===== src/rtl/instr_fetch_pkg.sv =====
// Shared definitions for the WISC fetch stage: opcode values, fetch FSM
// encoding and a small decode helper.
package instr_fetch_pkg;

  localparam logic [3:0] OP_HLT = 4'hF;

  typedef enum logic {
    IF_FETCH = 1'b0,
    IF_HALT  = 1'b1
  } if_state_e;

  function automatic logic is_hlt(input logic [15:0] word);
    return (word[15:12] == OP_HLT);
  endfunction

endpackage


===== src/rtl/instr_fetch_if_id_slot.sv =====
// One-entry IF/ID output register: holds an instruction and its PC+1 for decode.
// Priority: reset, flush, load, consume; otherwise contents are held.
module if_id_slot (
  input  logic        clk_i,
  input  logic        rst_i,
  input  logic        load_i,
  input  logic        flush_i,
  input  logic        consume_i,
  input  logic [15:0] instr_i,
  input  logic [15:0] pc_plus1_i,
  output logic        valid_o,
  output logic [15:0] instr_o,
  output logic [15:0] pc_plus1_o
);

  logic        valid_q;
  logic [15:0] instr_q;
  logic [15:0] pc_plus1_q;

  // Slot register update
  always_ff @(posedge clk_i) begin
    if (rst_i) begin
      valid_q    <= 1'b0;
      instr_q    <= 16'h0000;
      pc_plus1_q <= 16'h0000;
    end else if (flush_i) begin
      valid_q <= 1'b0;
    end else if (load_i) begin
      valid_q    <= 1'b1;
      instr_q    <= instr_i;
      pc_plus1_q <= pc_plus1_i;
    end else if (consume_i) begin
      valid_q <= 1'b0;
    end
  end

  assign valid_o    = valid_q;
  assign instr_o    = instr_q;
  assign pc_plus1_o = pc_plus1_q;

endmodule


===== src/rtl/instr_fetch.sv =====
// WISC instruction fetch stage: owns the PC, issues word reads to instruction
// memory, feeds decode through a one-entry slot, and stops after HLT drains.
module instr_fetch
  import instr_fetch_pkg::*;
#(
  parameter logic [15:0] RESET_PC = 16'h0000
) (
  input  logic        clk,
  input  logic        rst,
  output logic        imem_req,
  output logic [15:0] imem_addr,
  input  logic        imem_rdy,
  input  logic [15:0] imem_rdata,
  input  logic        id_stall,
  input  logic        redirect,
  input  logic [15:0] redirect_pc,
  output logic        if_valid,
  output logic [15:0] if_instr,
  output logic [15:0] if_pc_plus1,
  output logic        halted
);

  logic [15:0] pc_q;
  if_state_e   state_q;
  logic        halted_q;

  logic        slot_free_s;
  logic        accept_s;
  logic        redirect_s;
  logic        consume_s;
  logic        hlt_leave_s;
  logic [15:0] pc_plus1_s;

  assign slot_free_s = !if_valid || !id_stall;
  assign imem_req    = (state_q == IF_FETCH) && slot_free_s && !redirect && !rst;
  assign imem_addr   = pc_q;
  assign accept_s    = imem_req && imem_rdy;
  // Once halted, downstream redirects can no longer restart the core.
  assign redirect_s  = redirect && !halted_q;
  assign consume_s   = if_valid && !id_stall && !redirect_s;
  assign hlt_leave_s = consume_s && is_hlt(if_instr);
  assign pc_plus1_s  = pc_q + 16'd1;

  // PC, fetch FSM and sticky halt flag
  always_ff @(posedge clk) begin
    if (rst) begin
      pc_q     <= RESET_PC;
      state_q  <= IF_FETCH;
      halted_q <= 1'b0;
    end else if (redirect_s) begin
      pc_q    <= redirect_pc;
      state_q <= IF_FETCH;
    end else begin
      if (accept_s) begin
        pc_q <= pc_plus1_s;
        if (is_hlt(imem_rdata)) begin
          state_q <= IF_HALT;
        end
      end
      if (hlt_leave_s) begin
        halted_q <= 1'b1;
      end
    end
  end

  assign halted = halted_q;

  if_id_slot u_slot (
    .clk_i      (clk),
    .rst_i      (rst),
    .load_i     (accept_s),
    .flush_i    (redirect_s),
    .consume_i  (consume_s),
    .instr_i    (imem_rdata),
    .pc_plus1_i (pc_plus1_s),
    .valid_o    (if_valid),
    .instr_o    (if_instr),
    .pc_plus1_o (if_pc_plus1)
  );

endmodule

===== config.mk =====
export PLATFORM = sky130hd
export DESIGN_NAME = instr_fetch
export DESIGN_NICKNAME = d
export VERILOG_FILES = /design/src/rtl/instr_fetch_pkg.sv /design/src/rtl/instr_fetch_if_id_slot.sv /design/src/rtl/instr_fetch.sv
export SDC_FILE = /design/constraint.sdc
export NUM_CORES = 1
export LEC_CHECK = 0
export ABC_AREA = 1
export BUFFER_PORTS_ARGS = -buffer_cell sky130_fd_sc_hd__buf_4
export CAP_MARGIN = 20
export CORE_UTILIZATION = 46
export CTS_CLUSTER_SIZE = 25
export DETAILED_ROUTE_END_ITERATION = 10
export PLACE_DENSITY = 0.74
export SLEW_MARGIN = 40
export SYNTH_ARGS = -nofsm -noshare
export SYNTH_HDL_FRONTEND = slang
export SYNTH_HIERARCHICAL = 1
export SYNTH_SLANG_ARGS = --single-unit

===== constraint.sdc =====
create_clock -name clk -period 1.32 [get_ports clk]
set_input_delay 0 -clock clk [delete_from_list [all_inputs] [get_ports clk]]
set_output_delay 0 -clock clk [all_outputs]
set_load 0.02 [all_outputs]

==> out/summary.md <==
After Yosys synthesis, and, or, nand and nor cells account for 41.59% of the synthesized area. The run finished, with violations left. Summing the areas of all compound-gate instances in the mapped netlist gives 5.065% of the synthesized area. The average vias per placed instance works out to 4.998. The tools report the deepest level of the CTS H-tree as 2.

The flop-to-flop setup slack was -110 ps; the mean instance size in the synthesized netlist was 6.426 um^2. STA puts the critical path data required time at 1530 ps. Per report_power, the clock group accounts for 26.1% of the total. The final layout contains 589 nets.

The most frequently used flop master after synthesis is sky130_fd_sc_hd__dfxtp_1. The logs give 439 for the fill cell total of the finished layout and 1476 um^2 for the multi-input gate area in the final layout. Traced cell by cell, the critical path runs through ha_4, nand3_4, nor2_4, xor2_1, inv_1, inv_1, nand3_1, nand2_1, nor2_1. In this run the critical register-to-register path is launched from imem_addr[1]$_SDFFE_PP0P_. For the worst setup path, the data arrival time is 1640 ps. The checks that failed: negative hold slack, negative setup slack.

The clock reaches the later pin of the worst-skew pair after 310 ps. The number of buffers and inverters on the critical path is 2. The synthesized netlist occupies a cell area of 2693 um^2. In this run the core area contains 27 standard-cell rows. Pin placement for this block handled 88 I/O pins. Setup repair after global routing could not meet its margin everywhere. The number of antenna diodes in the final layout is 0. The detail route stage leaves a number of antenna-violating nets equal to 0. In the layout the commonest cells are sky130_fd_sc_hd__buf_4, sky130_fd_sc_hd__nand2_1, sky130_fd_sc_hd__nor2_1, sky130_fd_sc_hd__inv_1, sky130_fd_sc_hd__nand3_1.

Counting I/O delays and the setup requirement, the final critical path takes 1435 ps. The non-filler instance count after layout is 624. The total DRC errors in the routed layout is 0. Once the floorplan was initialized, standard cells occupied 48.31% of the core. Clock-pin slew was measured on the worst setup and hold paths at 100 ps. For the normalized max-slew margin, the log shows 79.29%. The first detailed-routing pass ran for 5 iterations. The logs give 419 for the synthesized netlist cell count and 599 for the cell total after placement. On the worst path, the slowest cell contributes a delay of 390 ps. Overall die area: 6163 um^2. The port buffer count works out to 87. The logs give 51 for the TritonCTS sink count and 5574 um^2 for the area of the core region. TritonCTS built the clock tree.

Routability-driven placement finished with a final weighted congestion of 0.8847. Of the synthesized area, sequential elements account for 37.92%. By area the synthesized netlist is led by sky130_fd_sc_hd__dfxtp_1, sky130_fd_sc_hd__nand2_1, sky130_fd_sc_hd__nor2_1. Relative to the synthesized area, the layout overhead comes to 55.34%. The number of cells on the worst reg-to-reg path is 9. The die is 78.51 um wide. The combinational fraction of design power was 25.0%; the overall routing resource usage was 24.99%. Between clock sinks in the finished design, the worst skew comes to 10.48 ps. The count of max-cap constraint violations is 0. The tools report the final setup violation count as 37.

For the total count of hold-check failures in the final report, the log shows 2. For hold timing, the worst endpoint is u_slot/instr_o[13]$_SDFFE_PP0P_. The first global-routing pass estimated 12050 um of wire.

For the pin with the worst max-slew slack, the measured transition is 309.6 ps. For the count of warnings emitted by yosys, the log shows 6. The tightest min-delay check is of the in2reg type.

The internal portion of the total power is 2.394 mW. The worst register-to-register path ends at u_slot/pc_plus1_o[6]$_SDFFE_PP0P_. The proportion of register bits with asynchronous set or reset after synthesis came out at 0%. Among all stages on the critical path, the largest delay is contributed by sky130_fd_sc_hd__dfxtp_4.

For the largest buffer count on any clock path, the log shows 2. Summed over all cells, the static leakage comes to 2.068 nW. The root buffer cell chosen for the clock tree is sky130_fd_sc_hd__clkbuf_8. Summed over all nets, the switching power comes to 1.036 mW.

STA classifies the critical path startpoint as a flip-flop. After synthesis, the largest family of logic cells by area is simple AND/OR/NAND/NOR gates. The top-area cell type share of the netlist area works out to 37.92%. The CTS buffer count was 5; the net switching fraction of the power was 30.21%.

The element type at the critical path end was a flip-flop. The final worst-path cycle share is 108.7%, and the detailed placer's ending HPWL is 5529 um. The XOR/XNOR share of the synthesized area came out at 1.952%.

The total via count after detailed routing was 3119. The critical path is of the reg2reg type. The logs give 0 for the number of pins exceeding their max-slew limit in the final report and 2753 for the number of global-route vias before repair. The commonest non-fill, non-tap cell in the layout is sky130_fd_sc_hd__buf_4.

The worst hold slack came out at -4.781 ps. The detailed router finished its first iteration with 161 violations. The count of unique library cells instantiated by Yosys was 31; the ratio of cells with drive above 1 in the final layout was 36.41%.

For the number of antenna violations at the first check in global routing, the log shows 0. The total detailed-routing wirelength came out at 8425 um. The number of stages on the worst hold path was 5; the height of the die was 78.51 um.

The worst IR drop on VDD came out at 461.7 uV. The startpoint identified for the worst hold timing path is imem_rdata[13]. The most prevalent standard cell on the critical path is sky130_fd_sc_hd__inv_1. In this run the power density over the cells is 820.0 nW/um^2. The flip-flop and latch count after synthesis works out to 51.

The share of total power dissipated in sequential elements is 49.0%. The logs give 696.9 MHz for the fmax and 1045 um^2 for the combined flip-flop and latch cell area. The mux cell area share after synthesis came out at 0%. Synthesis produced a netlist with a net count of 457. Yosys mapped a number of flops with a built-in enable equal to 0. Among cell families on the critical path, the largest total delay comes from simple AND/OR/NAND/NOR gates.

The smallest setup slack after layout was -114.8 ps; the mean routed wirelength per cell was 13.50 um. Critical-path maximum fanout: 6. The adder-cell area share of the yosys netlist was 0.4647%.

The biggest area contributor in the post-synthesis netlist is sky130_fd_sc_hd__dfxtp_1. Entering global routing, the biggest net connects 33 pins. The remaining global-route overflow is 0.
-- cells in the mapped netlist, types with 3 or more instances --
| master | instances |
|---|---|
| sky130_fd_sc_hd__a21oi_1 | 11 |
| sky130_fd_sc_hd__inv_1 | 62 |
| sky130_fd_sc_hd__buf_6 | 4 |
| sky130_fd_sc_hd__nand2_2 | 3 |
| sky130_fd_sc_hd__nand4_1 | 4 |
| sky130_fd_sc_hd__buf_1 | 3 |
| sky130_fd_sc_hd__dfxtp_1 | 51 |
| sky130_fd_sc_hd__xor2_1 | 4 |
| sky130_fd_sc_hd__nand3_1 | 48 |
| sky130_fd_sc_hd__nor2_4 | 4 |
| sky130_fd_sc_hd__buf_2 | 7 |
| sky130_fd_sc_hd__nor2_1 | 89 |
| sky130_fd_sc_hd__nand2_1 | 97 |
| sky130_fd_sc_hd__o21ai_0 | 10 |
-- state kept, by name (all words and copies together), names as in the netlist --
signal,flops
u_slot/instr_o,16
state_q,1
imem_addr,16
halted,1
u_slot/pc_plus1_o,16
u_slot/valid_o,1
-- worst reg2reg max path, cell delays in order (launching register included) --
cell	delay [ps]
sky130_fd_sc_hd__dfxtp_4	390
sky130_fd_sc_hd__ha_4	150
sky130_fd_sc_hd__nand3_4	110
sky130_fd_sc_hd__nor2_4	170
sky130_fd_sc_hd__xor2_1	220
sky130_fd_sc_hd__inv_1	70
sky130_fd_sc_hd__inv_1	60
sky130_fd_sc_hd__nand3_1	70
sky130_fd_sc_hd__nand2_1	70
sky130_fd_sc_hd__nor2_1	40
-- through the flow --
stage | area [um^2] | TNS [ps] | setup WS, ps | utilization, % | power [mW]
detailed placement | 3729 | -229.1 | -72.28 | 66.89 | 2.445
CTS | 3914 | -241.5 | -57.80 | 70.21 | 3.353
finish | 4183 | -1898 | -114.8 | 75.04 | 3.430
global placement | 3729 | -62.70 | -48.85 | 66.89 | 2.433
global route | 4183 | -5157 | -225.4 | 75.04 | 3.591
floorplan | 2771 | -433.2 | -77.42 | - | 2.096
-- power groups by stage --
stage	combinational (mW)	clock (mW)	sequential, mW
detailed placement	0.737	0	1.71
finish	0.856	0.894	1.68
CTS	0.763	0.914	1.67
global route	0.925	0.977	1.69
global placement	0.727	0	1.71
floorplan	0.307	0	1.79
-- metal layers --
| metal | vias up | wire length (um) | share of wire, % | track usage [%] |
|---|---|---|---|---|
| li1 | 1544 | - | - | - |
| met1 | 1440 | 3550 | 42 | 30.65 |
| met2 | 112 | 4146 | 49 | 42.78 |
| met3 | 23 | 498 | 5.9 | 4.767 |
| met4 | 0 | 229 | 2.7 | 9.815 |
| met5 | - | 0 | 0 | 0 |
-- what timing repair did --
action,CTS,global route
hold endpoints to repair,6,0
setup endpoints to repair,36,49
gates resized for setup,8,34
cloned,0,5
hold buffers,6,0
buffers inserted,1,5
pin swaps,5,14
-- kinds of logic (layout without fill, tap and decap cells) --
| kind of cell | after synthesis | in the layout |
|---|---|---|
| buf+inv | 81 | 214 |
| compound gates | 25 | 25 |
| flops | 51 | 51 |
| fa+ha+maj | 1 | 1 |
| simple gates | 255 | 255 |
| xor+xnor | 6 | 6 |
-- worst max-delay path by stage --
| stage | startpoint | end | slack [ps] | cells past startpoint |
|---|---|---|---|---|
| 6_report | imem_addr[1]$_SDFFE_PP0P_ | u_slot/pc_plus1_o[6]$_SDFFE_PP0P_ | -110 | 9 |
| 5_1_grt | imem_addr[1]$_SDFFE_PP0P_ | u_slot/pc_plus1_o[6]$_SDFFE_PP0P_ | -230 | 9 |
| 4_1_cts | imem_addr[1]$_SDFFE_PP0P_ | u_slot/pc_plus1_o[10]$_SDFFE_PP0P_ | -60 | 10 |
| 3_5_place_dp | imem_addr[1]$_SDFFE_PP0P_ | u_slot/pc_plus1_o[10]$_SDFFE_PP0P_ | -70 | 9 |
| 3_3_place_gp | imem_addr[1]$_SDFFE_PP0P_ | u_slot/pc_plus1_o[10]$_SDFFE_PP0P_ | -50 | 9 |
| 2_1_floorplan | imem_addr[1]$_SDFFE_PP0P_ | u_slot/pc_plus1_o[10]$_SDFFE_PP0P_ | -80 | 9 |
-- layout make-up --
type	count	area share, %
multi-input cells	287	35.30
repair buffers	142	29.55
flip-flops and latches	51	24.98
inverters	64	6.042
well taps	72	2.154
clock buffers	7	1.825
clock inverters	1	0.1496
Note: power is estimated with default switching activity, not from simulation.
